<file path="config.mk">
export PLATFORM = sky130hd
export DESIGN_NAME = phase_measure_dprintf_summary
export DESIGN_NICKNAME = d
export VERILOG_FILES = /design/src/rtl/phase_measure_dprintf_summary.sv
export SDC_FILE = /design/constraint.sdc
export NUM_CORES = 1
export LEC_CHECK = 0
export ABC_CLOCK_PERIOD_IN_PS = 3000
export BUFFER_PORTS_ARGS = -buffer_cell sky130_fd_sc_hd__buf_2
export CORE_AREA = 2 2 120 122
export CTS_BUF_LIST = sky130_fd_sc_hd__clkbuf_8
export DETAILED_ROUTE_END_ITERATION = 16
export DIE_AREA = 0 0 122 124
export GPL_ROUTABILITY_DRIVEN = 0
export PLACE_DENSITY = 0.93
export SLEW_MARGIN = 15
export SYNTH_ARGS = -nofsm -noshare
export SYNTH_HDL_FRONTEND = slang
export SYNTH_SLANG_ARGS = --single-unit
</file>
<file path="constraint.sdc">
create_clock -name clk -period 3 [get_ports clk]
set_clock_uncertainty 0.1 [all_clocks]
set_input_delay 0.15 -clock clk [delete_from_list [all_inputs] [get_ports clk]]
set_output_delay 0.15 -clock clk [all_outputs]
set_load 0.01 [all_outputs]
</file>
<file path="src/rtl/phase_measure_dprintf_summary.sv">
// Accumulates 2**LOG2_SAMPLES phase measurements and emits one dprintf summary
// request (min/max/mean delay, abort/dropped/initial-value-ones counts).
module phase_measure_dprintf_summary #(
   parameter logic [15:0] ADDRESS      = 16'd80,
   parameter int unsigned LOG2_SAMPLES = 4
) (
   input  logic        clk,
   input  logic        reset,
   input  logic        measure_response__valid,
   input  logic        measure_response__abort,
   input  logic        measure_response__initial_value,
   input  logic [8:0]  measure_response__delay,
   input  logic [8:0]  measure_response__initial_delay,
   output logic        dprintf_req__valid,
   output logic [15:0] dprintf_req__address,
   output logic [63:0] dprintf_req__data_0,
   output logic [63:0] dprintf_req__data_1,
   output logic [63:0] dprintf_req__data_2,
   output logic [63:0] dprintf_req__data_3,
   input  logic        dprintf_ack
);

   localparam int unsigned NumSamples = 1 << LOG2_SAMPLES;
   localparam int unsigned CntW       = LOG2_SAMPLES + 1;
   localparam int unsigned SumW       = 9 + LOG2_SAMPLES;
   localparam logic [CntW-1:0] CntFull = CntW'(NumSamples);

   typedef enum logic {StAccum, StEmit} state_e;

   state_e            state_q;
   logic [CntW-1:0]   cnt_q, cnt_n, ones_q, ones_n;
   logic [SumW-1:0]   sum_q, sum_n;
   logic [8:0]        min_q, min_n, max_q, max_n, mean_n;
   logic [7:0]        abort_q, dropped_q;
   logic              in_accum, sample, abort_ev, done;
   logic              unused_initial_delay;

   assign unused_initial_delay = ^measure_response__initial_delay;
   assign dprintf_req__address = ADDRESS;
   assign dprintf_req__data_2  = 64'h0;
   assign dprintf_req__data_3  = 64'h0;

   // Next-state values include the current sample so the final sample is
   // folded into the payload on the same edge that captures it.
   always_comb begin
      in_accum = (state_q == StAccum);
      sample   = measure_response__valid & ~measure_response__abort & in_accum;
      abort_ev = measure_response__valid & measure_response__abort & in_accum;
      cnt_n    = cnt_q + CntW'(sample);
      sum_n    = sum_q + (sample ? SumW'(measure_response__delay) : '0);
      min_n    = (sample && measure_response__delay < min_q) ? measure_response__delay : min_q;
      max_n    = (sample && measure_response__delay > max_q) ? measure_response__delay : max_q;
      ones_n   = ones_q + CntW'(sample & measure_response__initial_value);
      done     = sample && (cnt_n == CntFull);
      mean_n   = sum_n[SumW-1:LOG2_SAMPLES];
   end

   always_ff @(posedge clk) begin
      if (reset) begin
         state_q             <= StAccum;
         dprintf_req__valid  <= 1'b0;
         dprintf_req__data_0 <= 64'h0;
         dprintf_req__data_1 <= 64'h0;
         cnt_q               <= '0;
         sum_q               <= '0;
         ones_q              <= '0;
         min_q               <= 9'h1ff;
         max_q               <= 9'h0;
         abort_q             <= 8'h0;
         dropped_q           <= 8'h0;
      end else begin
         case (state_q)
            StAccum: begin
               if (done) begin
                  dprintf_req__data_0 <= {8'h87, 7'h0, min_n, 7'h0, max_n, 7'h0, mean_n, 8'hff};
                  dprintf_req__data_1 <= {8'h83, abort_q, dropped_q, 8'(ones_n), 8'hff, 24'h0};
                  dprintf_req__valid  <= 1'b1;
                  state_q             <= StEmit;
                  cnt_q               <= '0;
                  sum_q               <= '0;
                  ones_q              <= '0;
                  min_q               <= 9'h1ff;
                  max_q               <= 9'h0;
                  abort_q             <= 8'h0;
                  dropped_q           <= 8'h0;
               end else begin
                  cnt_q  <= cnt_n;
                  sum_q  <= sum_n;
                  ones_q <= ones_n;
                  min_q  <= min_n;
                  max_q  <= max_n;
                  if (abort_ev && abort_q != 8'hff) abort_q <= abort_q + 8'd1;
               end
            end
            StEmit: begin
               // Anything arriving while a request is outstanding is only counted.
               if (measure_response__valid && dropped_q != 8'hff) dropped_q <= dropped_q + 8'd1;
               if (dprintf_ack) begin
                  dprintf_req__valid <= 1'b0;
                  state_q            <= StAccum;
               end
            end
            default: state_q <= StAccum;
         endcase
      end
   end

endmodule
</file>
==> results of run 1 <==
-- timing repair --
| item | CTS | global route |
|---|---|---|
| hold endpoints to repair | 3 | 0 |
| hold buffers | 2 | 0 |
| endpoints found under the setup margin | 0 | 8 |
| buffers inserted | 0 | 5 |
-- logic make-up after synthesis --
logic type,synth area share [%]
compound gates,11.70
xor+xnor,2.949
fa+ha+maj,6.192
buf+inv,28.36
flops,31.85
mux,3.096
other cells,0.1106
simple gates,15.74
-- stage by stage --
| stage | instances | instance area (sq um) | utilization (%) |
|---|---|---|---|
| 2_1_floorplan | 1018 | 7536 | - |
| 3_3_place_gp | 1041 | 6472 | 47.18 |
| 3_5_place_dp | 1041 | 6472 | 47.18 |
| 4_1_cts | 1059 | 6716 | 48.96 |
| 5_1_grt | 1064 | 6754 | 49.23 |
| 6_report | 1064 | 6754 | 49.23 |
-- worst min-delay path by stage --
stage / to / slack, ps / start
2_1_floorplan: min_q[0] / 200 / measure_response__delay[0]
5_1_grt: min_q[3] / 30 / measure_response__delay[3]
6_report: min_q[1] / 20 / measure_response__delay[1]
3_3_place_gp: dprintf_req__data_0[8] / 340 / dprintf_req__data_0[8]
3_5_place_dp: dprintf_req__data_1[54] / 340 / dprintf_req__data_1[54]
4_1_cts: min_q[1] / 10 / measure_response__delay[1]
-- per-layer routing --
| metal | vias to the layer above | global-route usage [%] |
|---|---|---|
| li1 | 2425 | - |
| met1 | 2249 | 19.68 |
| met2 | 203 | 26.92 |
| met3 | 13 | 3.480 |
| met4 | 0 | 4.813 |
| met5 | - | 0 |
-- layout make-up --
cell class                      count  area (sq um)
Sequential cell                   108          2162
Clock buffer                       10         137.6
Multi-Input combinational cell    629          3455
Timing Repair Buffer              105         590.6
Fill cell                        1291          6965
Inverter                           26         97.59
Tap cell                          180         225.2
Clock inverter                      6         86.33
-- Yosys cell counts, drive strengths merged, types with 13 or more instances --
master | n | share of area, %
buf | 241 | 26
clkbuf | 14 | 0.77
nand2 | 74 | 4.1
nor2 | 72 | 4.0
inv | 26 | 1.4
nor3 | 13 | 1.0
a211oi | 27 | 3.0
a21oi | 55 | 4.1
dfxtp | 108 | 32
mux2i | 21 | 3.1
nand3 | 14 | 1.1
ha | 32 | 5.9
-- power by group through the flow --
stage	combinational, W	clock [W]	sequential [W]
after global routing	0.000442	0.00107	0.00149
final	0.000390	0.000992	0.00148
after CTS	0.000376	0.00101	0.00148
after global placement	0.000359	0	0.00151
after detailed placement	0.000372	0	0.00152
after floorplan	0.000501	0	0.00151
-- sequential cells by signal, indices dropped and copies added (netlist names) --
name and flops:
dprintf_req__data_0 27, dprintf_req__data_1 22, sum_q 13, max_q 9, min_q 9, abort_q 8
dropped_q 8, cnt_q 5, ones_q 5, dprintf_req__valid 1, state_q 1
-- worst register-to-register path, stage by stage, from the launching register on --
cell	delay (ps)
dfxtp_1	340
nor3b_4	260
buf_4	180
buf_4	130
and2_1	130
ha_1	290
a21o_1	210
a31oi_1	240
inv_1	100
o2111a_2	300
or3b_1	340
a31oi_1	150
==> run_results.csv, run 1 <==
group,metric,value,unit
power_and_ir_drop,power.density,424.2,mW/mm^2
clocking,cts_buffers,9,
floorplan,core-area,0.01372,sq mm
drt,highest-signal-layer,"met4",
clocking,insertion_delay,370,ps
sta,post-route-period-util,95.37,%
synth,yosys_register_bits,108,
power_and_ir_drop,leakage,3.244,nW
drt,ant_nets,0,
setup_path,r2r_start,"state_q",
outcome,status,"completed",
sta,holdWs,17.14,ps
sta,max_freq,349.5,MHz
setup_path,slowest_stage,"dfxtp_1",
synth,netlist_area,0.006789,sq mm
worst_hold_path,hold_path_class,"in -> reg",
power_and_ir_drop,combPwrFrac,13.6,%
power_and_ir_drop,power_frac_seq,51.8,%
setup_path,reg2reg_slack,140,ps
setup_path,cp_num_cells,11,
setup_path,critPathMaxFanout,7,
layout,layout_commonest_cell,"conb_1",
layout,syn_to_final_growth,-0.5160,%
worst_hold_path,hold_depth,3,
global_routing,grtUsageTotal,15.68,%
power_and_ir_drop,power.switching,0.0007925,W
layout,final_nets,936,
power_and_ir_drop,design_power_total,0.002865,W
clocking,clk_pin_slew,100,ps
sta,fin_ws,138.9,ps
global_routing,overflow,0,
drt,wl_per_cell,11.83,microns
setup_path,crit_path_end,"sum_q[12]",
setup_path,r2r-end,"sum_q[12]",
synth,synth_seq_area_share,31.85,%
layout,drive_above_1_share,14.25,%
sta,hold_viol_final,0,
setup_path,endpoint_kind,"flop",
drt,vias,4890,
clocking,clkSinkCount,108,
drt,wl_met2,6.164,mm
drt,drt-vias-per-instance,4.596,
synth,syn_inst,819,
drt,first_iter_violations,181,
setup_path,criticalPathCategory,"reg -> reg",
clocking,htreeDepth,3,
synth,synth_edf_count,0,
clocking,cts_resized,0,
setup_path,max_stage_delay,340,ps
synth,async_flop_share,0,%
synth,synth_warnings,0,
floorplan,die_x,122,microns
placement,pre_cts_slack,96.41,ps
power_and_ir_drop,switching_share,27.66,%
sta,setup_viol,0,
clocking,tritoncts,"yes",
drt,routed_wl,12.59,mm
setup_path,arrival,3060,ps
setup_path,reg2regPathDepth,11,
setup_path,crit_chain,"nor3b_4 -> buf_4 -> buf_4 -> and2_1 -> ha_1 -> a21o_1 -> a31oi_1 -> inv_1 -> o2111a_2 -> or3b_1 -> a31oi_1",
setup_path,start_kind,"flop",
floorplan,rows,43,
synth,synthFlopType,"dfxtp_1",
power_and_ir_drop,p_int,0.002073,W
setup_path,crit_path_start,"state_q",
floorplan,start_util,49.48,%
sta,slew_viol_final,0,
power_and_ir_drop,vdd_drop_max,0.0002389,V
setup_path,cp.required,3200,ps
synth,synth.distinct_cells,52,
drt,met3WireLength,946,microns
floorplan,fp.dieArea,0.01513,sq mm
floorplan,num_io_pins,297,
global_routing,antenna_found_initial,0,
setup_path,critPathBufInv,3,
sta,worstMarginPinSlew,643.8,ps
sta,finalSetupTns,0,ps
placement,place.port_buffers,86,
sta,relSlewSlack,57.08,%
drt,first_pass_iters,4,
synth,postSynthAreaPerCell,8.289,sq um
drt,m1WireLength,5.360,mm
layout,antenna_cells,0,
global_routing,grt_max_degree,79,
sta,final.min_clock_period,2861,ps
layout,layout_common_cells,"conb_1 (201), dfxtp_1 (108), buf_2 (86)",
clocking,root_buffer,"clkbuf_8",
global_routing,grt_pass1_wl,19.40,mm
floorplan,die_h,124,microns
clocking,cts.path.max_buffers,2,
setup_path,worst_path_dominant_cell_family,"compound AO/OA/AOI/OAI gates",
run,cap_violations,0,
drt,drc,0,
global_routing,grt_pass1_vias,4157,
placement,dp_hpwl,9.135,mm
power_and_ir_drop,clockPowerShare,34.6,%
Note: power is estimated with default switching activity, not from simulation.
==> run 2, diff against run 1 <==
CORE_AREA = 3 3 121 123   (was 2 2 120 122)
DIE_AREA = 0 0 124 126   (was 0 0 122 124)
==> run_results.csv, run 2 (same netlist as run 1, synthesis figures left out) <==
group,metric,value,unit
global_routing,grtUsageTotal,15.96,%
layout,largest_reg_flops,27,
clocking,root_buffer,"clkbuf_8",
worst_hold_path,worstHoldStart,"measure_response__delay[3]",
layout,syn_to_final_growth,-0.7556,%
global_routing,grt_pass1_vias,4325,
sta,hold_viol_final,0,
setup_path,r2r_start,"state_q",
floorplan,core-area,0.01377,sq mm
sta,finalSetupTns,0,ps
floorplan,start_util,49.29,%
sta,relSlewSlack,64.07,%
drt,first_pass_iters,5,
worst_hold_path,hold_path_class,"in -> reg",
setup_path,endpoint_kind,"flop",
drt,vias,4914,
layout,antenna_cells,0,
power_and_ir_drop,leakage,3.229,nW
sta,holdWs,24.39,ps
setup_path,start_kind,"flop",
global_routing,grt_pass1_wl,20.63,mm
placement,place.port_buffers,86,
drt,routed_wl,13.04,mm
clocking,htreeDepth,3,
sta,final.min_clock_period,2814,ps
setup_path,r2r-end,"sum_q[12]",
drt,ant_nets,0,
placement,dp_hpwl,9.474,mm
placement,dp_cells,1043,
clocking,cts_buffers,9,
clocking,tritoncts,"yes",
floorplan,rows,43,
drt,first_iter_violations,180,
layout,layout_commonest_cell,"conb_1",
global_routing,antenna_found_initial,0,
clocking,cts.path.max_buffers,2,
layout,layout_common_cells,"conb_1 (201), dfxtp_1 (108), buf_2 (86)",
worst_hold_path,hold-path-endpoint,"min_q[3]",
setup_path,cp.required,3200,ps
setup_path,arrival,3010,ps
sta,setup_viol,0,
floorplan,num_io_pins,297,
clocking,clk_pin_slew,100,ps
power_and_ir_drop,vdd_drop_max,0.0002633,V
worst_hold_path,hold_depth,3,
setup_path,critPathMaxFanout,7,
drt,drt-vias-per-instance,4.627,
sta,post-route-period-util,93.80,%
sta,worstMarginPinSlew,536.6,ps
drt,wl_per_cell,12.28,microns
floorplan,fp.dieArea,0.01562,sq mm
layout,drive_above_1_share,14.17,%
floorplan,die_h,126,microns
sta,max_freq,355.4,MHz
layout,top_regs,"dprintf_req__data_0 x27, dprintf_req__data_1 x22, sum_q x13",
drt,drc,0,
setup_path,reg2reg_slack,190,ps
sta,slew_viol_final,0,
clocking,clkSinkCount,108,
floorplan,die_x,124,microns
power_and_ir_drop,power.density,421.6,mW/mm^2
global_routing,grt_max_degree,46,
setup_path,criticalPathCategory,"reg -> reg",
layout,final_nets,934,
setup_path,reg2regPathDepth,11,
clocking,insertion_delay,370,ps
sta,rsz0062_at_grt,"false",
layout,top_register,"dprintf_req__data_0",
layout,instances_no_fill,1062,
global_routing,overflow,0,
outcome,status,"completed",
run,cap_violations,0,
-- run 2: cell count changes in the layout (fill, tap and decap cells not counted), sizes merged --
| cell | change |
|---|---|
| clkbuf | -1 |
| buf | -2 |
| clkinvlp | +1 |
-- run 2: where the power goes --
part | leakage (nW) | total (W) | switching, W | internal, W
registers | 0.874 | 0.00148 | 0.0000200 | 0.00146
clock network | 0.111 | 0.000968 | 0.000500 | 0.000468
logic | 2.24 | 0.000389 | 0.000276 | 0.000113
-- run 2: final cells by class --
type                            count  area (sq um)
Timing Repair Buffer              103         579.3
Sequential cell                   108          2162
Multi-Input combinational cell    629          3460
Tap cell                          180         225.2
Fill cell                        1293          7036
Inverter                           26         97.59
Clock buffer                        9         123.9
Clock inverter                      7         90.09
-- run 2: how the worst max path moves through the flow --
| stage | start | slack [ps] | end |
|---|---|---|---|
| after floorplan | state_q | 190 | sum_q[12] |
| after global placement | state_q | 270 | dropped_q[1] |
| after detailed placement | state_q | 180 | abort_q[0] |
| after CTS | state_q | 140 | sum_q[11] |
| after global routing | state_q | 40 | sum_q[10] |
| final | state_q | 190 | sum_q[12] |
-- run 2: critical path, stage by stage (launching register included) --
cell      delay [ps]
dfxtp_1          340
nor3b_4          220
buf_4            170
buf_4            130
and2_1           130
ha_1             300
a21o_1           210
a31oi_1          240
inv_1             90
o2111a_2         300
or3b_1           360
a31oi_1          160
-- run 2: through the flow --
step	worst slack, ps	power, W	area [sq um]	util (%)
after floorplan	191.8	0.002011	7536	-
final	185.9	0.002840	6738	48.92
after detailed placement	180.7	0.001886	6487	47.10
after global routing	39.09	0.002983	6738	48.92
after CTS	140.0	0.002843	6721	48.80
after global placement	265.8	0.001873	6487	47.10
-- run 2: timing repair --
item,in CTS,in global routing
setup endpoints to repair,0,35
buffers inserted,0,1
hold buffers,2,0
endpoints found under the hold margin,3,0
gates resized for setup,0,2
-- run 2: routing by layer --
metal,track usage (%),routed length (microns),vias to the layer above
met2,26.57,6542,193
met5,0,0,-
li1,-,-,2418
met3,3.817,1004,13
met4,4.317,140,0
met1,20.64,5352,2290
==> run 3, diff against run 2 <==
ABC_CLOCK_PERIOD_IN_PS = 3300   (was 3000)
CORE_AREA = 3 3 118 120   (was 3 3 121 123)
CTS_CLUSTER_SIZE = 40   (was unset)
DIE_AREA = 0 0 121 123   (was 0 0 124 126)
PLACE_DENSITY = 0.95   (was 0.93)
clock period = 3.3 ns   (was 3 ns; I/O delays follow)
==> run_results.csv, run 3 (same netlist as run 1, synthesis figures left out) <==
group,metric,value,unit
global_routing,overflow,0,
power_and_ir_drop,vdd_drop_max,0.0002487,V
sta,worstMarginPinSlew,822.7,ps
outcome,status,"completed",
global_routing,grt_max_degree,47,
setup_path,cpMostUsedCell,"a31oi_1",
clocking,cts.path.max_buffers,2,
sta,hold_viol_final,0,
drt,drc,0,
sta,rsz0062_at_grt,"false",
sta,slew_viol_final,0,
setup_path,r2r_start,"state_q",
global_routing,grtUsageTotal,16.35,%
sta,post-route-period-util,86.58,%
layout,largest_reg_flops,27,
drt,first_iter_violations,291,
sta,relSlewSlack,45.16,%
drt,first_pass_iters,5,
drt,wl_per_cell,12.83,microns
floorplan,rows,42,
power_and_ir_drop,power.density,374.5,mW/mm^2
layout,top_register,"dprintf_req__data_0",
clocking,post-cts-setup-buffer-count,0,
setup_path,critPathMaxFanout,11,
power_and_ir_drop,leakage,3.198,nW
layout,layout_commonest_cell,"conb_1",
layout,layout_common_cells,"conb_1 (201), dfxtp_1 (108), buf_2 (86)",
layout,drive_above_1_share,13.88,%
placement,place.port_buffers,86,
drt,routed_wl,13.54,mm
drt,drt-vias-per-instance,4.707,
floorplan,num_io_pins,297,
floorplan,core-area,0.01309,sq mm
setup_path,reg2reg_slack,440,ps
sta,final.min_clock_period,2857,ps
floorplan,die_h,123,microns
setup_path,crit_chain,"nor3b_4 -> buf_4 -> and2_1 -> ha_1 -> a21o_1 -> a31oi_1 -> inv_1 -> o2111a_2 -> or3b_1 -> a31oi_1",
setup_path,start_kind,"flop",
setup_path,cp.required,3500,ps
sta,setup_viol,0,
setup_path,endpoint_kind,"flop",
layout,antenna_cells,0,
clocking,root_buffer,"clkbuf_8",
run,cap_violations,0,
setup_path,reg2regPathDepth,10,
setup_path,slowest_stage,"dfxtp_1",
clocking,tritoncts,"yes",
worst_hold_path,hold_path_class,"in -> reg",
layout,n_fill_cell,1183,
setup_path,r2r-end,"sum_q[12]",
worst_hold_path,worstHoldStart,"measure_response__delay[2]",
setup_path,max_stage_delay,350,ps
clocking,clkSinkCount,108,
worst_hold_path,hold_depth,3,
sta,finalSetupTns,0,ps
clocking,insertion_delay,380,ps
layout,final_area,0.006671,sq mm
layout,final_nets,931,
setup_path,criticalPathCategory,"reg -> reg",
floorplan,fp.dieArea,0.01488,sq mm
global_routing,antenna_found_initial,0,
layout,syn_to_final_growth,-1.732,%
worst_hold_path,hold-path-endpoint,"min_q[2]",
placement,dp_hpwl,9.759,mm
placement,placedInstanceArea,0.006455,sq mm
global_routing,grt_pass1_vias,4208,
clocking,cts_buffers,9,
setup_path,arrival,3060,ps
global_routing,grt_pass1_wl,19.93,mm
floorplan,start_util,51.88,%
clocking,clk_pin_slew,100,ps
sta,max_freq,350.0,MHz
layout,top_regs,"dprintf_req__data_0 x27, dprintf_req__data_1 x22, sum_q x13",
drt,ant_nets,0,
floorplan,die_x,121,microns
drt,vias,4966,
clocking,htreeDepth,3,
run 3: changes by cell type in the layout (fill, tap and decap cells not counted), moves of 2 or more:
cell       delta
clkbuf_8      +2
clkinv_2      -2
clkinv_4      +3
bufinv_16     -2
run 3: cell type report:
class / instances / area [sq um] / area share, %
clock buffer: 11 / 151.4 / 2.269
tap: 176 / 220.2 / 3.301
clock inverter: 5 / 45.04 / 0.6752
inverter: 26 / 97.59 / 1.463
timing repair buffer: 100 / 540.5 / 8.102
sequential: 108 / 2162 / 32.41
multi-input combinational: 629 / 3455 / 51.78
run 3: per-stage QoR:
stage	setup slack, ps	std cells	total power [W]	utilization [%]	hold slack (ps)
2_1_floorplan	491.8	1018	0.001828	-	211.2
3_3_place_gp	558.9	1037	0.001697	49.33	337.0
3_5_place_dp	472.6	1037	0.001711	49.33	342.0
4_1_cts	440.3	1055	0.002493	50.98	28.43
5_1_grt	273.6	1055	0.002596	50.98	37.02
6_report	442.9	1055	0.002499	50.98	32.32
run 3: what timing repair did:
item,CTS,global route
hold buffers,2,0
gates resized for setup,0,0
endpoints found under the hold margin,3,0
run 3: metal layers:
metal  vias up  share of wire, %  GRT usage [%]
met2       241                51          29.70
met3        29               8.9          4.254
met5         -                 0              0
met1      2281                38          18.42
met4         0               2.0          6.091
li1       2415                 -              -
run 3: worst max path at each step:
stage                                    to  cells after the start     from  slack (ps)
floorplan                         sum_q[12]                     11  state_q         490
global placement                  sum_q[12]                     10  state_q         560
detailed placement                sum_q[12]                     10  state_q         470
CTS                               sum_q[12]                     10  state_q         440
global route        dprintf_req__data_0[12]                     10  state_q         270
finish                            sum_q[12]                     10  state_q         440
run 3: worst max-delay path, delay by kind of cell (launching register included):
family | cells | cell delay (ps)
AOI/OAI and AO/OA | 4 | 890
and+or+nand+nor | 3 | 800
buffers and inverters | 2 | 340
adders and majority gates | 1 | 310
DFF | 1 | 350
run 3: report_power, final:
group | internal (W) | switching [W]
Clock | 0.000325 | 0.000470
Combinational | 0.0000995 | 0.000256
Sequential | 0.00133 | 0.0000174
Total | 0.00176 | 0.000743
